===== src/rtl/fmt_decode_q_pkg.sv =====
// ============================================================================
//  Module      : fmt_decode_q_pkg
//  Description : Format codes and instruction field positions shared by the
//                queued format decoder and its opcode lookup table.
//  Revision    : 1.0 - initial release
// ============================================================================
`default_nettype none

package fmt_decode_q_pkg;

    localparam int FMT_W = 3;

    localparam logic [FMT_W-1:0] FMT_J  = 3'd0;
    localparam logic [FMT_W-1:0] FMT_I1 = 3'd1;
    localparam logic [FMT_W-1:0] FMT_I2 = 3'd2;
    localparam logic [FMT_W-1:0] FMT_R  = 3'd3;
    localparam logic [FMT_W-1:0] FMT_SP = 3'd4;
    localparam logic [FMT_W-1:0] FMT_IL = 3'd7;

    // Width of the opcode the decode table is defined over
    localparam int OP_BASE_W = 5;

    localparam int REG_W  = 3;
    localparam int RS_LSB = 8;
    localparam int RT_LSB = 5;
    localparam int RD_LSB = 2;

    localparam int IMM_I1_W = 5;
    localparam int IMM_I2_W = 8;
    localparam int IMM_J_W  = 11;

endpackage

`default_nettype wire


===== src/rtl/fmt_decode_q_lut.sv =====
// ============================================================================
//  Module      : fmt_decode_q_lut
//  Description : Combinational opcode-to-format table with immediate select.
//  Revision    : 1.0 - initial release
// ============================================================================
`default_nettype none

module fmt_decode_q_lut
    import fmt_decode_q_pkg::*;
#(
    parameter int INSTR_W = 16,
    parameter int OP_W    = 5
) (
    input  logic [INSTR_W-1:0] instr,
    output logic [FMT_W-1:0]   fmt,
    output logic [INSTR_W-1:0] imm
);

    logic [OP_W-1:0]      w_op;
    logic [OP_BASE_W-1:0] w_op_lo;
    logic                 w_op_hi_set;

    assign w_op    = instr[INSTR_W-1 -: OP_W];
    assign w_op_lo = w_op[OP_BASE_W-1:0];

    // Opcode bits above the table width must be zero for a legal encoding
    generate
        if (OP_W > OP_BASE_W) begin : g_wide_op
            assign w_op_hi_set = |w_op[OP_W-1:OP_BASE_W];
        end else begin : g_base_op
            assign w_op_hi_set = 1'b0;
        end
    endgenerate

    always_comb begin
        fmt = FMT_IL;
        if (!w_op_hi_set) begin
            casez (w_op_lo)
                5'b000??: fmt = FMT_SP;
                5'b001?0: fmt = FMT_J;
                5'b011??: fmt = FMT_I2;
                5'b001?1: fmt = FMT_I2;
                5'b11000: fmt = FMT_I2;
                5'b10010: fmt = FMT_I2;
                5'b010??: fmt = FMT_I1;
                5'b101??: fmt = FMT_I1;
                5'b1000?: fmt = FMT_I1;
                5'b10011: fmt = FMT_I1;
                5'b11001: fmt = FMT_R;
                5'b1101?: fmt = FMT_R;
                5'b111??: fmt = FMT_R;
                default:  fmt = FMT_IL;
            endcase
        end
    end

    always_comb begin
        imm = '0;
        case (fmt)
            FMT_I1:  imm = {{(INSTR_W-IMM_I1_W){instr[IMM_I1_W-1]}}, instr[IMM_I1_W-1:0]};
            FMT_I2:  imm = {{(INSTR_W-IMM_I2_W){instr[IMM_I2_W-1]}}, instr[IMM_I2_W-1:0]};
            FMT_J:   imm = {{(INSTR_W-IMM_J_W){instr[IMM_J_W-1]}}, instr[IMM_J_W-1:0]};
            default: imm = '0;
        endcase
    end

endmodule

`default_nettype wire


===== src/rtl/fmt_decode_q.sv =====
// ============================================================================
//  Module      : fmt_decode_q
//  Description : Decodes instruction words at push and queues the decoded
//                entries in a small FIFO toward the execute stage.
//  Revision    : 1.0 - initial release
// ============================================================================
`default_nettype none

module fmt_decode_q
    import fmt_decode_q_pkg::*;
#(
    parameter int INSTR_W = 16,
    parameter int OP_W    = 5,
    parameter int DEPTH   = 2,
    parameter int CNT_W   = 8
) (
    input  logic               clk,
    input  logic               rst_n,
    input  logic               flush,
    input  logic               in_valid,
    output logic               in_ready,
    input  logic [INSTR_W-1:0] instr,
    output logic               out_valid,
    input  logic               out_ready,
    output logic [FMT_W-1:0]   out_fmt,
    output logic [INSTR_W-1:0] out_instr,
    output logic [REG_W-1:0]   out_rs,
    output logic [REG_W-1:0]   out_rt,
    output logic [REG_W-1:0]   out_rd,
    output logic [INSTR_W-1:0] out_imm,
    output logic               out_ill,
    output logic [CNT_W-1:0]   ill_cnt
);

    localparam int                 c_ptr_w   = $clog2(DEPTH);
    localparam logic [c_ptr_w:0]   c_full    = (c_ptr_w+1)'(DEPTH);
    localparam logic [c_ptr_w-1:0] c_ptr_one = c_ptr_w'(1);
    localparam logic [c_ptr_w:0]   c_cnt_one = (c_ptr_w+1)'(1);

    logic [FMT_W-1:0]   w_fmt;
    logic [INSTR_W-1:0] w_imm;
    logic               w_push;
    logic               w_pop;

    logic [FMT_W-1:0]   r_fmt_mem   [DEPTH];
    logic [INSTR_W-1:0] r_instr_mem [DEPTH];
    logic [INSTR_W-1:0] r_imm_mem   [DEPTH];
    logic [c_ptr_w-1:0] r_wr_ptr;
    logic [c_ptr_w-1:0] r_rd_ptr;
    logic [c_ptr_w:0]   r_count;
    logic [CNT_W-1:0]   r_ill_cnt;

    fmt_decode_q_lut #(
        .INSTR_W (INSTR_W),
        .OP_W    (OP_W)
    ) u_lut (
        .instr (instr),
        .fmt   (w_fmt),
        .imm   (w_imm)
    );

    // Handshake flags come only from registered occupancy
    assign in_ready  = (r_count != c_full);
    assign out_valid = (r_count != '0);
    assign w_push    = in_valid & in_ready & ~flush;
    assign w_pop     = out_valid & out_ready & ~flush;

    always_ff @(posedge clk) begin
        if (!rst_n) begin
            for (int i = 0; i < DEPTH; i++) begin
                r_fmt_mem[i]   <= '0;
                r_instr_mem[i] <= '0;
                r_imm_mem[i]   <= '0;
            end
            r_wr_ptr <= '0;
            r_rd_ptr <= '0;
            r_count  <= '0;
        end else if (flush) begin
            r_wr_ptr <= '0;
            r_rd_ptr <= '0;
            r_count  <= '0;
        end else begin
            if (w_push) begin
                r_fmt_mem[r_wr_ptr]   <= w_fmt;
                r_instr_mem[r_wr_ptr] <= instr;
                r_imm_mem[r_wr_ptr]   <= w_imm;
                r_wr_ptr              <= r_wr_ptr + c_ptr_one;
            end
            if (w_pop) begin
                r_rd_ptr <= r_rd_ptr + c_ptr_one;
            end
            case ({w_push, w_pop})
                2'b10:   r_count <= r_count + c_cnt_one;
                2'b01:   r_count <= r_count - c_cnt_one;
                default: r_count <= r_count;
            endcase
        end
    end

    // Debug counter survives flushes; it only clears on reset
    always_ff @(posedge clk) begin
        if (!rst_n) begin
            r_ill_cnt <= '0;
        end else if (w_push && (w_fmt == FMT_IL) && (r_ill_cnt != {CNT_W{1'b1}})) begin
            r_ill_cnt <= r_ill_cnt + 1'b1;
        end
    end

    assign out_fmt   = r_fmt_mem[r_rd_ptr];
    assign out_instr = r_instr_mem[r_rd_ptr];
    assign out_imm   = r_imm_mem[r_rd_ptr];
    assign out_rs    = out_instr[RS_LSB +: REG_W];
    assign out_rt    = out_instr[RT_LSB +: REG_W];
    assign out_rd    = out_instr[RD_LSB +: REG_W];
    assign out_ill   = (out_fmt == FMT_IL);
    assign ill_cnt   = r_ill_cnt;

endmodule

`default_nettype wire


===== config.mk =====
export PLATFORM = sky130hd
export DESIGN_NAME = fmt_decode_q
export DESIGN_NICKNAME = d
export VERILOG_FILES = /design/src/rtl/fmt_decode_q_pkg.sv /design/src/rtl/fmt_decode_q_lut.sv /design/src/rtl/fmt_decode_q.sv
export SDC_FILE = /design/constraint.sdc
export NUM_CORES = 1
export LEC_CHECK = 0
export BUFFER_PORTS_ARGS = -buffer_cell sky130_fd_sc_hd__buf_2
export CORE_ASPECT_RATIO = 0.7
export CORE_MARGIN = 1
export CORE_UTILIZATION = 48
export DETAILED_ROUTE_END_ITERATION = 10
export GPL_TIMING_DRIVEN = 0
export PLACE_DENSITY = 0.71
export SLEW_MARGIN = 15
export SYNTH_ARGS = -nofsm -noshare
export SYNTH_HDL_FRONTEND = slang
export SYNTH_HIERARCHICAL = 1
export SYNTH_SLANG_ARGS = --single-unit

===== constraint.sdc =====
create_clock -name clk -period 9.8 [get_ports clk]
set_input_delay 0.49 -clock clk [delete_from_list [all_inputs] [get_ports clk]]
set_output_delay 0.49 -clock clk [all_outputs]
set_load 0.01 [all_outputs]

# Word-level counts from Yosys, hierarchy flattened
# Memories as Yosys holds them, arrays and structs flattened. A register that Yosys moved wholly into a read port is not among the register bits.
# Index checks and enable logic that the tools add are counted.
# word_totals
ram_bits	70
regBits	12
elab_cells	74
memories	3
out_inout_bits	55
# op_classes
n_eq_ne	20
n_bitwise	6
muxes	23
reduce_logical	13
add_sub_neg	5
# mem_list
name	depth	width	read_ports	rd_ports_with_merged_regs	write_ports	line	source
r_imm_mem	2	16	1	1	2	fmt_decode_q.sv:47	logic [INSTR_W-1:0] r_imm_mem [DEPTH];
r_instr_mem	2	16	1	1	2	fmt_decode_q.sv:46	logic [INSTR_W-1:0] r_instr_mem [DEPTH];
r_fmt_mem	2	3	1	1	2	fmt_decode_q.sv:45	logic [FMT_W-1:0] r_fmt_mem [DEPTH];
# op_table
operator	n
$pmux W16 S3	1
$mux W16	2
$reduce_or A16 Y1	2
$eq A5 B5 Y1 const B	4
$mux W1	17
$pmux W3 S5	1
$eq A3 B3 Y1 const B	4
$eq A3 B2 Y1 const B	3
$add A8 B1 Y8 const B	1
$eq A4 B2 Y1 const B	2
$eq A4 B4 Y1 const B	2
$ne A8 B8 Y1 const B	1
$reduce_or A4 Y1	2
$logic_not A3 Y1	2
$reduce_or A3 Y1	2
$and A1 B1 Y1	4
$pmux W2 S2	1
$reduce_bool A2 Y1	2
$eq A3 B1 Y1 const B	1
$mux W3	1
$add A1 B1 Y1 const B	2
$add A2 B1 Y2 const B	1
$eq A2 B1 Y1 const B	1
$eq A2 B2 Y1 const B	1
5 further kinds	7

# Longest topological paths before layout
# logic_depth
word_depth	9
mapped_depth	9

# Hierarchy
# The synthesis kept the hierarchy.
# by_module_without_submodules
mod	cells_per_inst	n_inst	area_per_inst_um2
fmt_decode_q	274	1	3753.6
fmt_decode_q_lut	45	1	314.1

# Worst setup path after synthesis
# No wires, ideal clock.
# synth_path
kind	reg-to-reg
from	register r_count[0]
to	memory r_fmt_mem[0][0] (enable)
setup_time_ns	0.476
period_less_slack_ns	3.921
n_path_buf	0
arrival_time_ns	3.445
path_slack_ns	5.879
path_stages_with_launch	5
cell_sequence	dfxtp_1 > or2b_4 > nand2_2 > or2_2 > o21ai_0
# synth_rtl
item	line	source
start: declaration	fmt_decode_q.sv:50	logic [c_ptr_w:0] r_count;
start signal: assignment	fmt_decode_q.sv:93	2'b10: r_count <= r_count + c_cnt_one;
start signal: assignment	fmt_decode_q.sv:94	2'b01: r_count <= r_count - c_cnt_one;
start signal: assignment	fmt_decode_q.sv:95	default: r_count <= r_count;
end: declaration	fmt_decode_q.sv:45	

==> flow_summary.ini <==
[status]
status = finished with violations
violations = DRC

[global_routing]
gr-total-overflow = 0
grt_pass1_wl_mm = 13.5
grt.total_usage_pct = 20.3
grt_pass1_vias = 2589
grt_max_degree = 22
antenna_found_initial = 0

[critical_path]
crit_top_cell = buf_2
critPathMaxStageDelay_ns = 0.42
crit_path_max_fanout = 10
setup.worst_path.end_class = output pin
required_ns = 9.31
crit_path_top_delay_cell = mux2_2
crit_chain = clkbuf_1 > buf_2 > mux2_2 > buf_4 > buf_2
cp.arrival_ns = 2.11
worstSetupPathType = flop to output pin
reg2reg_depth = 5
cp-start-kind = flop

[logic_synthesis]
synth_top_cell_by_area = edfxtp_1
synth_edf_count = 70
syn-num-nets = 342
syn_area_per_cell_um2 = 12.8
synth_commonest_cells = and2_1 (75), edfxtp_1 (70), mux2_2 (35)
async_reset_ff_share_pct = 0
yosysSeqAreaShare_pct = 58.1
yosysWarnings = 6
synthDistinctLibCells = 51
synth_flop_cell = edfxtp_1
synth.cell_area_mm2 = 0.00407
syn_inst = 319
ys_ff_latch = 83
synth_area_leaders = edfxtp_1 (52%), and2_1 (12%), mux2_2 (9.7%)
synth_top_area_share_pct = 51.7
yosysMostFrequentCell = and2_1

[placement]
dp_slack_ns = 7.14
routabilityCongestion = 0.900
io_buffers = 75
dp_cells = 497
dp_hpwl_mm = 5.87

[layout]
stdcell_count = 513
diodes = 0
multiInputGateArea_mm2 = 0.00152
drive_above_1_share_pct = 39.6
syn2layout_area_growth_pct = 21.3
fill_cells = 662
register_area_mm2 = 0.00236
fin_nets = 430

[power_and_ir_drop]
power_density_mw_per_mm2 = 167
fin_total_pwr_mw = 0.824
max-vdd-ir-drop_mv = 0.0858
leakage_nw = 2.05

[sta]
rsz0062_at_grt = no
maxSlewHeadroom_pct = 46.7
setup_violations = 0
worstMarginPinSlew_ns = 0.797
finalCriticalPeriod_ns = 2.60
period_share_pct = 26.5
setup_tns_ns = 0
report.final.slew_viol_count = 0
clock.fmax_ghz = 0.385
hold_viol = 0
finalWorstSetupSlack_ns = 7.20
skew_ns = 0.00717

[routing]
ant_nets = 0
wl_per_cell_um = 16.2
drtIter0Drc = 170
dr.pass1.iters = 10
dr_total_vias = 2699
via_per_inst = 5.26
wl_mm = 8.31
drc_errors = 6

[die]
dieArea_mm2 = 0.00885
start_util_pct = 50.6
dieWidth_um = 112
coreArea_mm2 = 0.00804
dieHeight_um = 79.0
num_rows = 27
num_io_pins = 76

[clocking]
clk_pin_slew_ns = 0.06
numCtsBuffers = 9
clock_sinks = 83
cts_resized = 0
root_buffer = clkbuf_16
clock_path_buffers = 2
clock_latency_ns = 0.33
cts_setup_buffers = 0
cts_tree = built
cts_max_level = 3
ctsHoldBuffers = 0

[worst_hold_path]
hold_path_class = input pin to flop
hold_path_depth = 2

[job]
maxCapViolCount = 0
-- power breakdown --
group / total, mW / leakage, nW / switching [mW] / internal (mW)
clock network: 0.334 / 0.133 / 0.136 / 0.197
logic: 0.0853 / 1.09 / 0.0457 / 0.0396
registers: 0.405 / 0.827 / 0.00437 / 0.400
-- through the flow --
| stage | cell area (µm²) | utilization (%) | hold WS [ns] |
|---|---|---|---|
| after floorplan | 4070 | - | 0.462 |
| after global placement | 4570 | 56.8 | 0.464 |
| after detailed placement | 4640 | 57.7 | 0.493 |
| after CTS | 4930 | 61.3 | 0.461 |
| after global routing | 4930 | 61.3 | 0.471 |
| final | 4930 | 61.3 | 0.467 |
-- kinds of logic after synthesis --
family / Yosys count / share of synthesized area, %
AO/OA/AOI/OAI: 37 / 6.15
XOR/XNOR: 4 / 0.861
adder cells (fa/ha/maj): 2 / 0.615
buffers and inverters: 34 / 4.86
flip-flops: 83 / 58.1
multiplexers: 35 / 9.69
AND/OR/NAND/NOR: 124 / 19.7
-- path summary, 6_finish.rpt --
kind / from / to / slack, ns
max: flop / out_rs[2] / 7.20
min: instr[9] / r_instr_mem[1][9] / 0.47
max reg2reg: r_count[0] / r_instr_mem[0][5] / 7.59
min reg2reg: ill_cnt[6] / ill_cnt[6] / 0.50
-- per-layer routing --
metal	vias up	share of wire, %	track usage, %
li1	1317	-	-
met1	1296	48	27.9
met2	82	46	32.4
met3	4	5.1	5.65
met4	0	0.32	4.40
met5	-	0	0
-- registers in the layout, summed over array words and instances, names as in the netlist, named ones only --
name,count
r_wr_ptr,1
r_fmt_mem,6
ill_cnt,8
r_rd_ptr,1
r_count,2
r_instr_mem,32
r_imm_mem,32
-- cell type report --
type                    instances  area share [%]
clock inverters                 6            1.32
well taps                     101            2.56
multi-input cells             202            30.8
repair buffers                 77            8.73
flip-flops and latches         83            47.9
inverters                       6           0.457
plain buffers                  28            3.55
clock buffers                  10            4.64
-- cell usage in the layout, fill, tap and decap left out, types with 5 or more instances in the layout --
| master | n |
|---|---|
| buf_4 | 14 |
| mux2_2 | 35 |
| a21oi_1 | 11 |
| nand3_1 | 5 |
| buf_2 | 80 |
| clkbuf_1 | 6 |
| edfxtp_1 | 70 |
| and2_1 | 75 |
| dfxtp_1 | 13 |
| clkbuf_16 | 9 |
| inv_1 | 6 |
| o21ai_0 | 5 |
| nor2_1 | 9 |
-- worst max-delay path: cells and delay by family (launching register included) --
kind                   cells  cell delay [ns]
muxes                      1             0.42
DFF                        1             0.31
buffers and inverters      4             1.05
Power figures use the tool's default switching activity.
